[src/rtl/main_traffic_gen.sv]
// Transmit-side packet source: emits a burst of {vc,dest,seq} words into the Main FIFO,
// rotating round-robin over the enabled classes and honouring full/almost-full backpressure.
module main_traffic_gen #(
   parameter int BW    = 6,
   parameter int CNT_W = 8
) (
   input  logic             clk,
   input  logic             reset_L,
   input  logic             start,
   input  logic [CNT_W-1:0] num_words,
   input  logic [3:0]       class_mask,
   input  logic             Main_full,
   input  logic             Main_almost_full,
   output logic             Main_wr,
   output logic [BW-1:0]    Main_data_in,
   output logic             busy,
   output logic             done,
   output logic [CNT_W-1:0] sent_count
);

   localparam int SEQ_W = BW - 2;

   typedef enum logic [1:0] {
      S_IDLE = 2'd0,
      S_SEND = 2'd1,
      S_HOLD = 2'd2,
      S_DONE = 2'd3
   } state_t;

   state_t           state;
   state_t           state_nxt;
   logic [CNT_W-1:0] num_q;
   logic [3:0]       mask_q;
   logic [1:0]       rr_ptr;
   logic [SEQ_W-1:0] seq_q [4];
   logic [1:0]       cls;
   logic [1:0]       idx;
   logic             stall;
   logic             last_word;
   logic             empty_burst;
   logic             write_en;

   assign stall       = Main_full | Main_almost_full;
   assign empty_burst = (num_words == '0) || (class_mask == '0);
   assign last_word   = (sent_count == num_q - CNT_W'(1));
   assign write_en    = (state == S_SEND) && !stall;

   // First enabled class at or after rr_ptr; descending scan lets the nearest offset win.
   always_comb begin
      cls = rr_ptr;
      idx = rr_ptr;
      for (int i = 3; i >= 0; i--) begin
         idx = rr_ptr + 2'(i);
         if (mask_q[idx]) cls = idx;
      end
   end

   // State register
   always_ff @(posedge clk) begin
      if (!reset_L) state <= S_IDLE;
      else          state <= state_nxt;
   end

   // Next-state logic
   always_comb begin
      state_nxt = state;
      case (state)
         S_IDLE: if (start) state_nxt = empty_burst ? S_DONE : S_SEND;
         S_SEND: begin
            if (stall)          state_nxt = S_HOLD;
            else if (last_word) state_nxt = S_DONE;
         end
         S_HOLD: if (!stall) state_nxt = S_SEND;
         S_DONE: state_nxt = S_IDLE;
         default: state_nxt = S_IDLE;
      endcase
   end

   // Moore outputs
   always_comb begin
      busy = (state == S_SEND) || (state == S_HOLD);
      done = (state == S_DONE);
   end

   // Datapath: burst config, registered FIFO write, per-class sequence numbers
   always_ff @(posedge clk) begin
      if (!reset_L) begin
         Main_wr      <= 1'b0;
         Main_data_in <= '0;
         sent_count   <= '0;
         num_q        <= '0;
         mask_q       <= '0;
         rr_ptr       <= '0;
         for (int i = 0; i < 4; i++) seq_q[i] <= '0;
      end else begin
         Main_wr <= 1'b0;
         if (state == S_IDLE && start) begin
            num_q      <= num_words;
            mask_q     <= class_mask;
            sent_count <= '0;
         end
         if (write_en) begin
            Main_wr      <= 1'b1;
            Main_data_in <= {cls, seq_q[cls]};
            seq_q[cls]   <= seq_q[cls] + SEQ_W'(1);
            rr_ptr       <= cls + 2'd1;
            sent_count   <= sent_count + CNT_W'(1);
         end
      end
   end

endmodule

[config.mk]
export PLATFORM = sky130hd
export DESIGN_NAME = main_traffic_gen
export DESIGN_NICKNAME = d
export VERILOG_FILES = /design/src/rtl/main_traffic_gen.sv
export SDC_FILE = /design/constraint.sdc
export NUM_CORES = 1
export LEC_CHECK = 0
export BUFFER_PORTS_ARGS = -buffer_cell sky130_fd_sc_hd__clkbuf_2
export CAP_MARGIN = 20
export CORE_MARGIN = 3
export CORE_UTILIZATION = 58
export DETAILED_ROUTE_END_ITERATION = 8
export PLACE_DENSITY = 0.8
export RECOVER_POWER = 50
export SLEW_MARGIN = 20
export SYNTH_ARGS = -nofsm -noshare
export SYNTH_HDL_FRONTEND = slang
export SYNTH_SLANG_ARGS = --single-unit
export TNS_END_PERCENT = 5
[constraint.sdc]
create_clock -name clk -period 7 [get_ports clk]
set_clock_uncertainty 0.2 [all_clocks]
set_input_delay 0.7 -clock clk [delete_from_list [all_inputs] [get_ports clk]]
set_output_delay 0.7 -clock clk [all_outputs]
set_load 0.02 [all_outputs]
==> summary.md, run 1 <==
| Metric | Value |
|---|---|
| Status | finished clean |
| Crit Path Class | reg2reg |
| Core area | 4060 µm² |
| WL per Instance | 15.2 µm |
| Clock latency on the worst-skew pair | 0.31 ns |
| CP Cell Sequence | inv_1 -> ha_1 -> and2_0 -> nand2_1 -> inv_1 -> nand3_1 -> nand2_1 |
| Yosys warns | 0 |
| Setup violators final | 0 |
| Actual slew at the worst max-slew pin | 0.980 ns |
| Vias in the first global route | 1955 |
| Final nets | 331 |
| Critical Path AT | 2.68 ns |
| Placed instance count | 349 |
| VDD IR max | 0.217 mV |
| Avg Cell Area, Syn | 8.92 µm² |
| Row count | 23 |
| Critical Path Fanout Max | 18 |
| Largest net degree at the start of global routing | 38 |
| Area of the multi-input gates | 1290 µm² |
| Critical Path RT | 6.81 ns |
| First-pass GRT wire length | 9120 µm |
| Post-synthesis cell type count | 39 |
| Initial antenna violation count | 0 |
| Final GP Congestion | 0.859 |
| Top FF cell, synth | dfxtp_1 |
| Final period util | 0.410 |
| Worst hold slack | 0.276 ns |
| Drt first pass iters | 4 |
| CTS tree | yes |
| Post-CTS sizing | 0 |
| Global-route usage over all layers | 0.224 |
| Tmin final | 2.87 ns |
| Setup TNS | 0 ns |
| Cts hold-fix bufs | 0 |
| Die area | 5110 µm² |
| Maximum buffer depth of the clock tree | 2 |
| Post-Syn Nets | 304 |
| Synthesized area | 2490 µm² |
| # clock sinks | 47 |
| Top-Level Pins | 34 |
| Post-Layout Cell Count | 357 |
| Hold path depth | 2 |
| Hold Fails Final Rpt | 0 |
| Overflow after GRT | 0 |
| Die Span Y | 71.5 µm |
| HPWL Detailed | 3800 µm |
| Setup Buffers After CTS | 0 |
| Setup ws final | 4.13 ns |
| Slew Limit Headroom | 0.346 |
| Initial Utilization | 0.613 |
| Final-layout fill cell count | 348 |
| Sequential fraction of the synthesis area | 0.442 |
| H-Tree Depth | 2 |
| Slew Limit Fails | 0 |
| Synth Instances | 279 |
| Number of synthesized flops with an enable pin | 16 |
| Number of I/O port buffers | 33 |
| Max frequency | 348 MHz |
| Via count | 2057 |
| Layout cells sized above 1 | 0.0977 |
| Crit path launch type | flip-flop |
| Crit. End Element | flip-flop |
| RSZ-0062 raised after global routing | false |
| Sequential Area | 1100 µm² |
| CP max stage cell | and2_0 |
| Worst Hold Class | reg2reg |
| FFs w/ async S/R, synth | 0 |
| Clk root buf | clkbuf_8 |
| Synth-to-layout area growth | 10.5% |
| Seq cells post-synth | 47 |
| Setup slack, reg-to-reg | 4.13 ns |
| Static Leak | 0.00107 µW |
| Routed WL | 5420 µm |
| Cts bufs inserted | 5 |
| Vias per cell | 5.76 |
| Max stage delay on crit path | 0.78 ns |
| MaxCap Viol Count | 0 |
| Tot Pwr | 813 µW |
| DR iter-0 viols | 156 |
| DIE WIDTH | 71.5 µm |
| Reg2reg path depth | 7 |
| CTS clk-pin slew, worst paths | 0.09 ns |
| Post-place setup slack | 4.11 ns |
| DRT antenna net count | 0 |
| DR DRC count | 0 |
| Antenna cells | 0 |
| Power per cell area | 295 nW/µm² |
[path summary, 6_finish.rpt]
| check | start | to |
|---|---|---|
| max | state[1] | seq_q[0][2] |
| min | Main_data_in[0] | Main_data_in[0] |
| max reg2reg | state[1] | seq_q[0][2] |
| min reg2reg | Main_data_in[0] | Main_data_in[0] |
[kinds of logic after synthesis]
family	Yosys count	synth area share
AOI/OAI and AO/OA	60	0.166
xor gates and xnor gates	13	0.0458
and+or+nand+nor	115	0.212
DFF	47	0.442
buffers and inverters	23	0.0392
muxes	13	0.0538
adders and majority gates	8	0.0402
[synth_stat cells (10+ instances only)]
master	instances	area, µm²
a21boi_0	18	135
a21oi_1	12	60.1
clkbuf_1	11	41.3
dfxtp_1	31	621
edfxtp_1	16	480
inv_1	10	37.5
mux2i_1	10	100
nand2_1	50	188
nand3_1	11	55.1
nor2_1	22	82.6
o21ai_0	14	70.1
xnor2_1	13	114
[layer usage]
metal  part of all wire  up-vias  track usage
li1                   -     1021            -
met1               0.48      962        0.318
met2               0.45       60        0.339
met3              0.046       14       0.0421
met4              0.024        0       0.0877
met5                  0        -            0
[per-stage QoR]
| stage | instance area (µm²) | util |
|---|---|---|
| 2_1_floorplan | 2490 | - |
| 3_3_place_gp | 2660 | 0.655 |
| 3_5_place_dp | 2660 | 0.655 |
| 4_1_cts | 2770 | 0.683 |
| 5_1_grt | 2750 | 0.678 |
| 6_report | 2750 | 0.678 |
[cell type report]
type                            count  area share
Multi-Input combinational cell    209       0.469
Sequential cell                    47       0.400
Timing Repair Buffer               33      0.0523
Clock buffer                        5      0.0250
Tap cell                           50      0.0227
Clock inverter                      3      0.0168
Inverter                           10      0.0136
[report_power, final]
| group | leakage, µW | switching, µW | internal, µW |
|---|---|---|---|
| Sequential | 0.000418 | 26.6 | 308 |
| Combinational | 0.000593 | 169 | 102 |
| Clock | 0.0000548 | 99.1 | 108 |
[critical path, delay by kind of cell, from the launching register on]
kind	cells	cell delay, ns
simple gates	4	1.51
fa+ha+maj	1	0.19
buf+inv	2	0.31
flops	1	0.36
[registers in the layout (all words and copies together) (netlist names)]
name          cells
state             2
rr_ptr            2
sent_count        8
seq_q            16
Main_data_in      6
num_q             8
Main_wr           1
mask_q            4
[layout by cell type, fill, tap and decap left out, types with 2 or more instances in the layout]
cell type / Yosys / final
clkbuf_1: 11 / 17
o21ai_0: 14 / 14
clkbuf_8: 0 / 5
ha_1: 8 / 8
nand2_1: 50 / 50
xnor2_1: 13 / 13
o211ai_1: 2 / 2
clkbuf_2: 0 / 16
dfxtp_1: 31 / 31
nand4_1: 2 / 2
and2_1: 6 / 4
and3_1: 3 / 3
nand3_1: 11 / 11
mux2i_1: 10 / 10
nor4_1: 5 / 5
edfxtp_1: 16 / 16
inv_1: 10 / 10
o211a_1: 2 / 2
a21boi_0: 18 / 18
nor2b_1: 5 / 5
nor2_1: 22 / 22
mux2_2: 3 / 3
a21oi_1: 12 / 12
nor3_1: 6 / 6
and2_0: 0 / 2
a31oi_1: 3 / 3
Note: power is estimated with default switching activity, not from simulation.
==> inputs of run 2 (changes only) <==
Settings changed: CORE_UTILIZATION 58 to 51, PLACE_DENSITY 0.8 to 0.75.
Clock period 7 ns to 2.5 ns, I/O delays scaled along.
==> summary.md, run 2 (synthesized netlist as in run 1, its figures left out) <==
| Metric | Value |
|---|---|
| Placed cell areas | 2810 µm² (was 2660 µm²) |
| Vias per cell | 5.49 (was 5.76) |
| Largest register FFs | 16 (unchanged) |
| Crit Path Class | reg2reg (unchanged) |
| Static Leak | 0.00121 µW (was 0.00107 µW) |
| DRT antenna net count | 0 (unchanged) |
| VDD IR max | 0.529 mV (was 0.217 mV) |
| RSZ-0062 raised after global routing | true (was false) |
| Setup TNS | 0 ns (unchanged) |
| DIE WIDTH | 75.9 µm (was 71.5 µm) |
| Status | finished clean (unchanged) |
| Internal power | 1490 µW (was 518 µW) |
| Maximum buffer depth of the clock tree | 2 (unchanged) |
| # clock sinks | 47 (unchanged) |
| Tmin final | 2.48 ns (was 2.87 ns) |
| Worst hold slack | 0.0798 ns (was 0.276 ns) |
| Clock Power Share | 0.209 (was 0.254) |
| Antenna cells | 0 (unchanged) |
| Worst Hold Class | in2reg (was reg2reg) |
| Synth-to-layout area growth | 24.4% (was 10.5%) |
| First-pass GRT wire length | 9550 µm (was 9120 µm) |
| Most common cell after layout, fill and taps aside | nand2_1 (unchanged) |
| MaxCap Viol Count | 0 (unchanged) |
| Max frequency | 403 MHz (was 348 MHz) |
| Largest net degree at the start of global routing | 37 (was 38) |
| Critical Path Fanout Max | 5 (was 18) |
| Switching Power | 886 µW (was 295 µW) |
| Initial antenna violation count | 0 (unchanged) |
| DR iter-0 viols | 222 (was 156) |
| Vias in the first global route | 1992 (was 1955) |
| Sw frac | 0.373 (was 0.363) |
| Routed WL | 6140 µm (was 5420 µm) |
| Final instance area | 3100 µm² (was 2750 µm²) |
| Largest Register | seq_q (unchanged) |
| Die Span Y | 75.9 µm (was 71.5 µm) |
| Actual slew at the worst max-slew pin | 0.495 ns (was 0.980 ns) |
| Layout cells sized above 1 | 0.196 (was 0.0977) |
| DR DRC count | 0 (unchanged) |
| Overflow after GRT | 0 (unchanged) |
| Most frequent cells in the layout | nand2_1, dfxtp_1, nor2_1, a21boi_0 (was nand2_1, dfxtp_1, nor2_1, a21boi_0, clkbuf_1) |
| WL per Instance | 15.3 µm (was 15.2 µm) |
| Power per cell area | 767 nW/µm² (was 295 nW/µm²) |
| Via count | 2206 (was 2057) |
| Biggest regs | seq_q: 16 flops, num_q: 8 flops, sent_count: 8 flops (unchanged) |
| Cts bufs inserted | 5 (unchanged) |
| Slew Limit Fails | 0 (unchanged) |
| Post-place setup slack | -0.111 ns (was 4.11 ns) |
| Setup ws final | 0.0204 ns (was 4.13 ns) |
| Core area | 4530 µm² (was 4060 µm²) |
| Crit. End Element | flip-flop (unchanged) |
| Global-route usage over all layers | 0.224 (about the same) |
| Setup violators final | 0 (unchanged) |
| CTS clk-pin slew, worst paths | 0.10 ns (was 0.09 ns) |
| Hold Fails Final Rpt | 0 (unchanged) |
| Initial Utilization | 0.549 (was 0.613) |
| Critical Path AT | 2.46 ns (was 2.68 ns) |
| Row count | 24 (was 23) |
| Final nets | 361 (was 331) |
| Setup Buffers After CTS | 0 (unchanged) |
| Reg power frac | 0.396 (was 0.412) |
| Final-layout fill cell count | 375 (was 348) |
| Die area | 5750 µm² (was 5110 µm²) |
| Top-Level Pins | 34 (unchanged) |
| Clk root buf | clkbuf_8 (unchanged) |
| HPWL Detailed | 4160 µm (was 3800 µm) |
| Clock latency on the worst-skew pair | 0.31 ns (about the same) |
| Critical Path RT | 2.48 ns (was 6.81 ns) |
| Final period util | 0.992 (was 0.410) |
| Number of I/O port buffers | 33 (unchanged) |
| Slew Limit Headroom | 0.667 (was 0.346) |
| H-Tree Depth | 2 (unchanged) |
| Comb power frac | 0.395 (was 0.334) |
| CTS tree | yes (unchanged) |
| Drt first pass iters | 4 (unchanged) |
| Crit path launch type | flip-flop (unchanged) |
| Final GP Congestion | 0.887 (was 0.859) |
## run 2: cell types whose count changed in the layout (fill, tap and decap cells not counted), moves of 2 or more
cell	before	now
a21oi_1	12	8
dlygate4sd3_1	0	12
nor2b_1	5	3
a21oi_2	0	4
buf_4	0	17
dfxtp_1	31	28
nor2b_2	0	2
dfxtp_2	0	2
## run 2: routing by layer
layer,part of all wire,global-route usage,vias up
li1,-,-,1092
met1,0.46,0.300,1039
met2,0.46,0.351,63
met3,0.051,0.0383,12
met4,0.022,0.103,0
met5,0,0,-
## run 2: area by class of cell
cell class / instances / area, µm² / area share
clock buffer: 5 / 68.8 / 0.0222
timing repair buffer: 63 / 404 / 0.131
inverter: 10 / 37.5 / 0.0121
tap: 65 / 81.3 / 0.0263
clock inverter: 3 / 27.5 / 0.00889
sequential: 47 / 1110 / 0.358
multi-input combinational: 209 / 1370 / 0.442
## run 2: metrics by stage
stage | util | cells | power, µW
6_report | 0.683 | 402 | 2370
5_1_grt | 0.683 | 402 | 2510
4_1_cts | 0.674 | 402 | 2320
3_5_place_dp | 0.620 | 382 | 1800
3_3_place_gp | 0.620 | 382 | 1770
2_1_floorplan | - | 279 | 1550
## run 2: power groups by stage
stage	Sequential (µW)	Clock (µW)	Combinational, µW
after floorplan	942	0	610
after global placement	945	0	828
after detailed placement	949	0	848
after CTS	934	505	886
after global routing	947	529	1030
final	941	495	939
## run 2: worst max-delay path: stages (launching register included)
cell	delay, ns
dfxtp_2	0.37
nor2b_2	0.17
a2bb2oi_2	0.23
o211a_4	0.23
mux2i_1	0.10
mux2_2	0.30
or4_4	0.58
a21oi_2	0.16
## run 2: worst paths after layout
path / slack (ns) / cells after the start / from / end
min: 0.08 / 3 / reset_L / Main_wr
max: 0.02 / 7 / rr_ptr[0] / seq_q[3][3]
max reg2reg: 0.02 / 7 / rr_ptr[0] / seq_q[3][3]
min reg2reg: 0.27 / 2 / Main_data_in[3] / Main_data_in[3]
## run 2: repair_timing
action / 4_1_cts / 5_1_grt
setup endpoints to repair: 8 / 8
hold buffers: 12 / 0
pin swaps: 3 / 4
endpoints found under the hold margin: 12 / 0
gates cloned: 0 / 0
resized for setup: 9 / 13
